$ cat src/rtl/aes_pkg.sv
// Shared AES package: state/byte types and the column-major byte index
// helper. SubBytes, ShiftRows and MixColumns all address the state through
// byte_idx().
package aes_pkg;

  typedef logic [127:0] state_t;
  typedef logic [7:0]   byte_t;

  localparam int NUM_ROWS = 4;
  localparam int NUM_COLS = 4;

  // s[r][c] lives in byte 4c+r; byte k occupies bits [127-8k -: 8].
  function automatic int byte_idx(input int r, input int c);
    return 4 * c + r;
  endfunction

endpackage

$ cat src/rtl/row_shift_if.sv
// row_shift bus: input state with valid/mode, registered result with valid.
//   master : drives in_valid/inv/aes_in, receives out_valid/row_shift_out
//   slave  : the row_shift stage itself
interface row_shift_if;
  import aes_pkg::*;

  logic   in_valid;
  logic   inv;
  state_t aes_in;
  logic   out_valid;
  state_t row_shift_out;

  modport master (output in_valid, inv, aes_in,
                  input  out_valid, row_shift_out);
  modport slave  (input  in_valid, inv, aes_in,
                  output out_valid, row_shift_out);
endinterface

$ cat src/rtl/row_shift_perm.sv
// Combinational (Inv)ShiftRows byte permutation.
//   state_in  : 128-bit input state
//   inv       : 0 = rotate row r left by r, 1 = rotate right by r
//   state_out : permuted state
// Pure wiring plus one 2:1 mux per byte; usable unregistered by wrappers.
module row_shift_perm
  import aes_pkg::*;
(
  input  state_t state_in,
  input  logic   inv,
  output state_t state_out
);

  for (genvar r = 0; r < NUM_ROWS; r++) begin : g_row
    for (genvar c = 0; c < NUM_COLS; c++) begin : g_col
      localparam int DST = byte_idx(r, c);
      localparam int FWD = byte_idx(r, (c + r) % NUM_COLS);
      // +NUM_COLS keeps the modulo operand non-negative
      localparam int INV = byte_idx(r, (c - r + NUM_COLS) % NUM_COLS);

      assign state_out[127-8*DST -: 8] = inv ? state_in[127-8*INV -: 8]
                                             : state_in[127-8*FWD -: 8];
    end
  end

endmodule

$ cat src/rtl/row_shift.sv
// AES ShiftRows / InvShiftRows stage with one-cycle registered latency.
//   clk, rst_n : clock, asynchronous active-low reset
//   bus        : row_shift_if slave (in_valid/inv/aes_in in,
//                out_valid/row_shift_out out)
// Output data holds its last value when no new state arrives.
module row_shift
  import aes_pkg::*;
(
  input logic        clk,
  input logic        rst_n,
  row_shift_if.slave bus
);

  state_t perm;
  state_t out_d, out_q;
  logic   vld_d, vld_q;

  row_shift_perm u_perm (
    .state_in  (bus.aes_in),
    .inv       (bus.inv),
    .state_out (perm)
  );

  always_comb begin
    out_d = out_q;
    vld_d = bus.in_valid;
    if (bus.in_valid) out_d = perm;
  end

  always_ff @(posedge clk or negedge rst_n) begin
    if (!rst_n) begin
      out_q <= '0;
      vld_q <= 1'b0;
    end else begin
      out_q <= out_d;
      vld_q <= vld_d;
    end
  end

  assign bus.out_valid     = vld_q;
  assign bus.row_shift_out = out_q;

endmodule

$ cat src/flat_wrapper.sv
// flat-port wrapper written by rule: the top's interface ports become plain ports
module row_shift_flat import aes_pkg::*;
  (clk, rst_n, bus_in_valid, bus_inv, bus_aes_in, bus_out_valid, bus_row_shift_out);
  row_shift_if bus_i ();
  input logic clk;
  input logic rst_n;
  input wire logic [$bits(bus_i.in_valid)-1:0] bus_in_valid;
  input wire logic [$bits(bus_i.inv)-1:0] bus_inv;
  input wire logic [$bits(bus_i.aes_in)-1:0] bus_aes_in;
  output wire logic [$bits(bus_i.out_valid)-1:0] bus_out_valid;
  output wire logic [$bits(bus_i.row_shift_out)-1:0] bus_row_shift_out;
  assign bus_i.in_valid = bus_in_valid;
  assign bus_i.inv = bus_inv;
  assign bus_i.aes_in = bus_aes_in;
  assign bus_out_valid = bus_i.out_valid;
  assign bus_row_shift_out = bus_i.row_shift_out;
  row_shift u_core (.clk(clk), .rst_n(rst_n), .bus(bus_i));
endmodule
$ cat config.mk
export PLATFORM = sky130hd
export DESIGN_NAME = row_shift_flat
export DESIGN_NICKNAME = d
export VERILOG_FILES = /design/src/rtl/aes_pkg.sv /design/src/rtl/row_shift_if.sv /design/src/rtl/row_shift_perm.sv /design/src/rtl/row_shift.sv /design/src/flat_wrapper.sv
export SDC_FILE = /design/constraint.sdc
export NUM_CORES = 1
export LEC_CHECK = 0
export BUFFER_PORTS_ARGS = -buffer_cell sky130_fd_sc_hd__buf_2
export CORE_AREA = 2 2 150 152
export DETAILED_ROUTE_END_ITERATION = 12
export DIE_AREA = 0 0 152 154
export SYNTH_ARGS = -nofsm -noshare
export SYNTH_HDL_FRONTEND = slang
export SYNTH_HIERARCHICAL = 1
export SYNTH_SLANG_ARGS = --single-unit
$ cat constraint.sdc
create_clock -name clk -period 0.8 [get_ports clk]
set_input_delay 0.24 -clock clk [delete_from_list [all_inputs] [get_ports clk]]
set_output_delay 0.24 -clock clk [all_outputs]
set_load 0.01 [all_outputs]
==> metrics.txt, run 1 <==
status finished with violations; failing checks negative setup slack; WHS 56.9 ps; diode count 0; largest net degree at the start of global routing 33; layout net count 817; max_cap viols 0; crit-path cells buf_2; Gate Count Post-Synth 406; Initial Util 29.5%; final worst slack -398 ps; HPWL after DPL 10,100 microns; total wire length 15,200 microns; fmax 0.835 GHz; vias in the first global route 4,340; Placer Congestion 0.736; Global Route met3 Usage 3.97%; H-Tree Depth 4; Std-Cell Rows 54; YS warnings 6; Overall Power 20.4 mW; slew of the pin with the lowest slew margin 241 ps; Residual DRC 0; max incr delay on CP 400 ps; power per cell area 2150 nW/um^2; CP Capture Type output pin; Hold Fails Final Rpt 0; initial DRC count 91; syn avg cell area 15.8 sq um; I/O Buffers 260; minimum clock period 1200 ps; fraction of layout cells with a size suffix above 1 81.2%; startpoint class of the critical path flop; die area 23,400 sq um; TritonCTS clock tree done; leakage 4.89 nW; Synth-to-Final Area Change 48.3%; path type of the worst min-delay path input port to flop; Worst VDD drop 1.30 mV; initial antenna violation count 0; grt ovf 0; synthesized cell area 6400 sq um; top cells by area, synth dfrtp_1 50%, mux2_2 23%, mux2_4 14%; Finish-stage setup viols 194; overall routing resource usage 12.7%; CP Buf/Inv Count 1; Die X 152 microns; WL/cell 15.5 microns; kind of critical path flop to output pin; antenna-violating nets left 0; Max Clock Skew 0 ps; Core Area 21,700 sq um; Layout fillers 1,974; unrepaired setup endpoints after global routing yes; CP required 560 ps; Post-Syn Nets 538; final std cells w/o fill 978; chip height 154 microns; Ports 261; vias per std cell 4.20; fin crit share 150%; Worst EP arrival 960 ps; max-slew violations 0; number of synthesized register bits 129; CTS Buf Count 17; CP max FO 2; sequential area share after synthesis 50.4%; via count 4,112; Synth cell types 7; Most Crowded Layer GR met2; critical path's top delay family flip-flops; largest area contributor in the netlist dfrtp_1; worst skew pair latency 400 ps; post-synth top area share 50.4%; Clock Path Buffers 2; Rel. slew slack 84.0%; drt pass-1 iters 3; Clock Sinks 129; post-place setup slack -556 ps; critical path's slowest cell dfrtp_1; met1 Usage GRT 16.0%; CTS Root Cell clkbuf_16; placed cells 882; global-route wire length before repair 23,400 microns; M2 GR Usage 21.1%; register clock-pin slew on the reported worst setup and hold paths 60 ps
-- cells in the mapped netlist (all sizes together) --
cell    count
buf        77
clkbuf      8
dfrtp     129
mux2      192
-- kinds of logic after synthesis --
group | after synthesis | share of synthesized area [%]
flip-flops | 129 | 50.4
buffers and inverters | 85 | 12.3
multiplexers | 192 | 37.3
-- layout make-up --
| cell class | count | area [sq um] | share of cell area [%] |
|---|---|---|---|
| Timing Repair Buffer | 345 | 2550 | 26.8 |
| Tap cell | 280 | 350 | 3.69 |
| Sequential cell | 129 | 3230 | 34.0 |
| Clock inverter | 13 | 161 | 1.70 |
| Multi-Input combinational cell | 192 | 2770 | 29.1 |
| Clock buffer | 19 | 443 | 4.66 |
-- registers in the layout, summed over array words and instances (netlist names) --
| signal | cells |
|---|---|
| u_core/bus.row_shift_out | 128 |
| u_core/bus.out_valid | 1 |
-- cell usage in the layout, fill, tap and decap left out --
master,n
buf_4,35
mux2_4,161
clkinv_4,2
bufinv_16,3
mux2_2,31
buf_16,6
clkbuf_8,1
clkinvlp_4,4
dfrtp_1,129
clkbuf_1,1
buf_2,222
buf_6,71
clkbuf_16,17
clkinv_2,3
buf_12,10
dlygate4sd3_1,1
inv_6,1
-- what timing repair did --
action | CTS | global route
pin swaps | 0 | 0
setup endpoints to repair | 181 | 188
setup buffers | 38 | 37
resized for setup | 36 | 50
hold buffers | 1 | 0
hold endpoints to repair | 129 | 0
cloned | 5 | 0
-- worst register-to-register path: stages (launching register included) --
cell and delay [ps]:
dfrtp_1 400, buf_6 130, buf_6 100, mux2_4 250
-- power by group --
part	switching, mW	total, mW	leakage [nW]	internal [mW]
Sequential	0.469	7.73	1.51	7.27
Clock	3.01	8.00	0.285	4.99
Combinational	1.64	4.65	3.09	3.01
Total	5.12	20.4	4.89	15.3
-- routing by layer --
layer  routed length, microns  share of wire (%)
met1                     6560                 43
met2                     7560                 50
met3                      931                6.1
met4                      120               0.79
met5                        0                  0
-- final timing paths --
kind                                                 end  cells after the start                          start  slack (ps)
max                                bus_row_shift_out[70]                      1   u_core/bus.row_shift_out[70]        -400
min                         u_core/bus.row_shift_out[46]                      2                bus_aes_in[110]          60
max reg2reg                 u_core/bus.row_shift_out[36]                      3   u_core/bus.row_shift_out[36]        -200
min reg2reg                u_core/bus.row_shift_out[124]                      1  u_core/bus.row_shift_out[124]         500
max in group asynchronous   u_core/bus.row_shift_out[34]                      3                          rst_n         100
min in group asynchronous  u_core/bus.row_shift_out[111]                      2                          rst_n         240
-- stage by stage --
step	util (%)	setup TNS (ps)	instance area, sq um
after floorplan	-	-33490	6910
after global routing	43.8	-59630	9500
after detailed placement	36.5	-52430	7910
after CTS	42.1	-55310	9140
after global placement	36.5	-51700	7910
final	43.8	-53340	9500
No activity file was read; power rests on OpenSTA's default activity.
==> inputs of run 2 (changes only) <==
- MAX_ROUTING_LAYER: unset -> met4
- SETUP_SLACK_MARGIN: unset -> 0.5
==> metrics.txt, run 2 (synthesis results as in run 1) <==
Finish-stage setup viols 215; antenna-violating nets left 0; register share of total power 37.5%; fmax 0.823 GHz; CP max FO 2; clock share of power 38.8%; fin crit share 152%; Ports 261; max incr delay on CP 410 ps; Max Clock Skew 0 ps; global-route wire length before repair 23,500 microns; net switching power figure 5.19 mW; WL/cell 15.6 microns; critical path's slowest cell dfrtp_1; overall routing resource usage 13.2%; minimum clock period 1220 ps; final std cells w/o fill 993; CP Capture Type output pin; CP required 560 ps; initial antenna violation count 0; die area 23,400 sq um; Std-Cell Rows 54; failing checks negative hold slack, negative setup slack; register clock-pin slew on the reported worst setup and hold paths 60 ps; largest net degree at the start of global routing 33; WHS -326 ps; HPWL after DPL 10,100 microns; combinational share of power 23.7%; Die X 152 microns; placed cells 882; path type of the worst min-delay path input port to async pin; Rel. slew slack 83.9%; I/O Buffers 260; drt pass-1 iters 4; status finished with violations; most frequent cells in the layout 227 x buf_2, 164 x mux2_4, 129 x dfrtp_1, 85 x buf_6, 28 x mux2_2; Core Area 21,700 sq um; Synth-to-Final Area Change 52.0%; unrepaired setup endpoints after global routing yes; max-slew violations 0; grt ovf 0; H-Tree Depth 4; initial DRC count 113; TritonCTS clock tree done; total wire length 15,500 microns; max_cap viols 0; Clock Path Buffers 2; layout net count 832; worst skew pair latency 400 ps; Hold Fails Final Rpt 129; max reg flops 128; fraction of layout cells with a size suffix above 1 81.8%; power per cell area 2120 nW/um^2; chip height 154 microns; startpoint class of the critical path flop; Initial Util 29.5%; via count 4,182; vias in the first global route 4,337; P_int 15.4 mW; Worst EP arrival 980 ps; Placer Congestion 0.745; diode count 0; vias per std cell 4.21; Worst VDD drop 1.30 mV; Clock Sinks 129; kind of critical path flop to output pin; CTS Root Cell clkbuf_16; commonest non-fill, non-tap cell in the layout buf_2; CP Buf/Inv Count 1; critical path's top delay family flip-flops; switching share of total power 25.1%; crit-path cells buf_2; CTS Buf Count 17; leakage 5.01 nW; final worst slack -415 ps; slew of the pin with the lowest slew margin 241 ps; Residual DRC 0
==> run 2: layout make-up <==
type	count	area, sq um
repair buffers	360	2770
flip-flops and latches	129	3230
fillers	1959	12000
multi-input cells	192	2780
clock buffers	19	443
well taps	280	350
clock inverters	13	161
==> run 2: timing repair <==
| action | in CTS | in global routing |
|---|---|---|
| setup buffers | 39 | 34 |
| gates resized for setup | 40 | 65 |
| gates cloned | 6 | 0 |
| hold endpoints to repair | 129 | 129 |
| endpoints found under the setup margin | 257 | 257 |
==> run 2: routing by layer <==
metal	vias up	global-route usage [%]	routed length (microns)
li1	1943	-	-
met1	2074	16.5	6820
met2	152	21.2	7720
met3	13	3.35	769
met4	0	3.65	177
met5	-	-	0
==> run 2: final timing paths <==
kind | from | end | slack [ps] | cells past startpoint
min in group clk | bus_aes_in[110] | u_core/bus.row_shift_out[46] | 60 | 2
min reg2reg | u_core/bus.row_shift_out[124] | u_core/bus.row_shift_out[124] | 500 | 1
max | u_core/bus.row_shift_out[97] | bus_row_shift_out[97] | -420 | 1
max in group asynchronous | rst_n | u_core/bus.row_shift_out[34] | 670 | 2
max reg2reg | u_core/bus.row_shift_out[97] | u_core/bus.row_shift_out[97] | -210 | 3
min | rst_n | u_core/bus.row_shift_out[108] | -330 | 1
==> run 2: metrics by stage <==
| stage | power [mW] | instance area [sq um] | setup TNS (ps) | util (%) | setup WS, ps |
|---|---|---|---|---|---|
| finish | 20.6 | 9730 | -56250 | 44.9 | -415 |
| floorplan | 10.2 | 6910 | -33490 | - | -371 |
| global placement | 11.4 | 7910 | -51700 | 36.5 | -536 |
| detailed placement | 11.5 | 7910 | -52430 | 36.5 | -556 |
| global route | 21.6 | 9730 | -62470 | 44.9 | -449 |
| CTS | 20.3 | 9180 | -55850 | 42.3 | -427 |
==> run 2: power by group through the flow <==
stage	sequential (mW)	clock, mW	combinational [mW]
global placement	7.74	0	3.66
global route	7.83	8.52	5.22
floorplan	8.10	0	2.15
detailed placement	7.75	0	3.72
CTS	7.68	8.29	4.37
finish	7.74	8.00	4.90
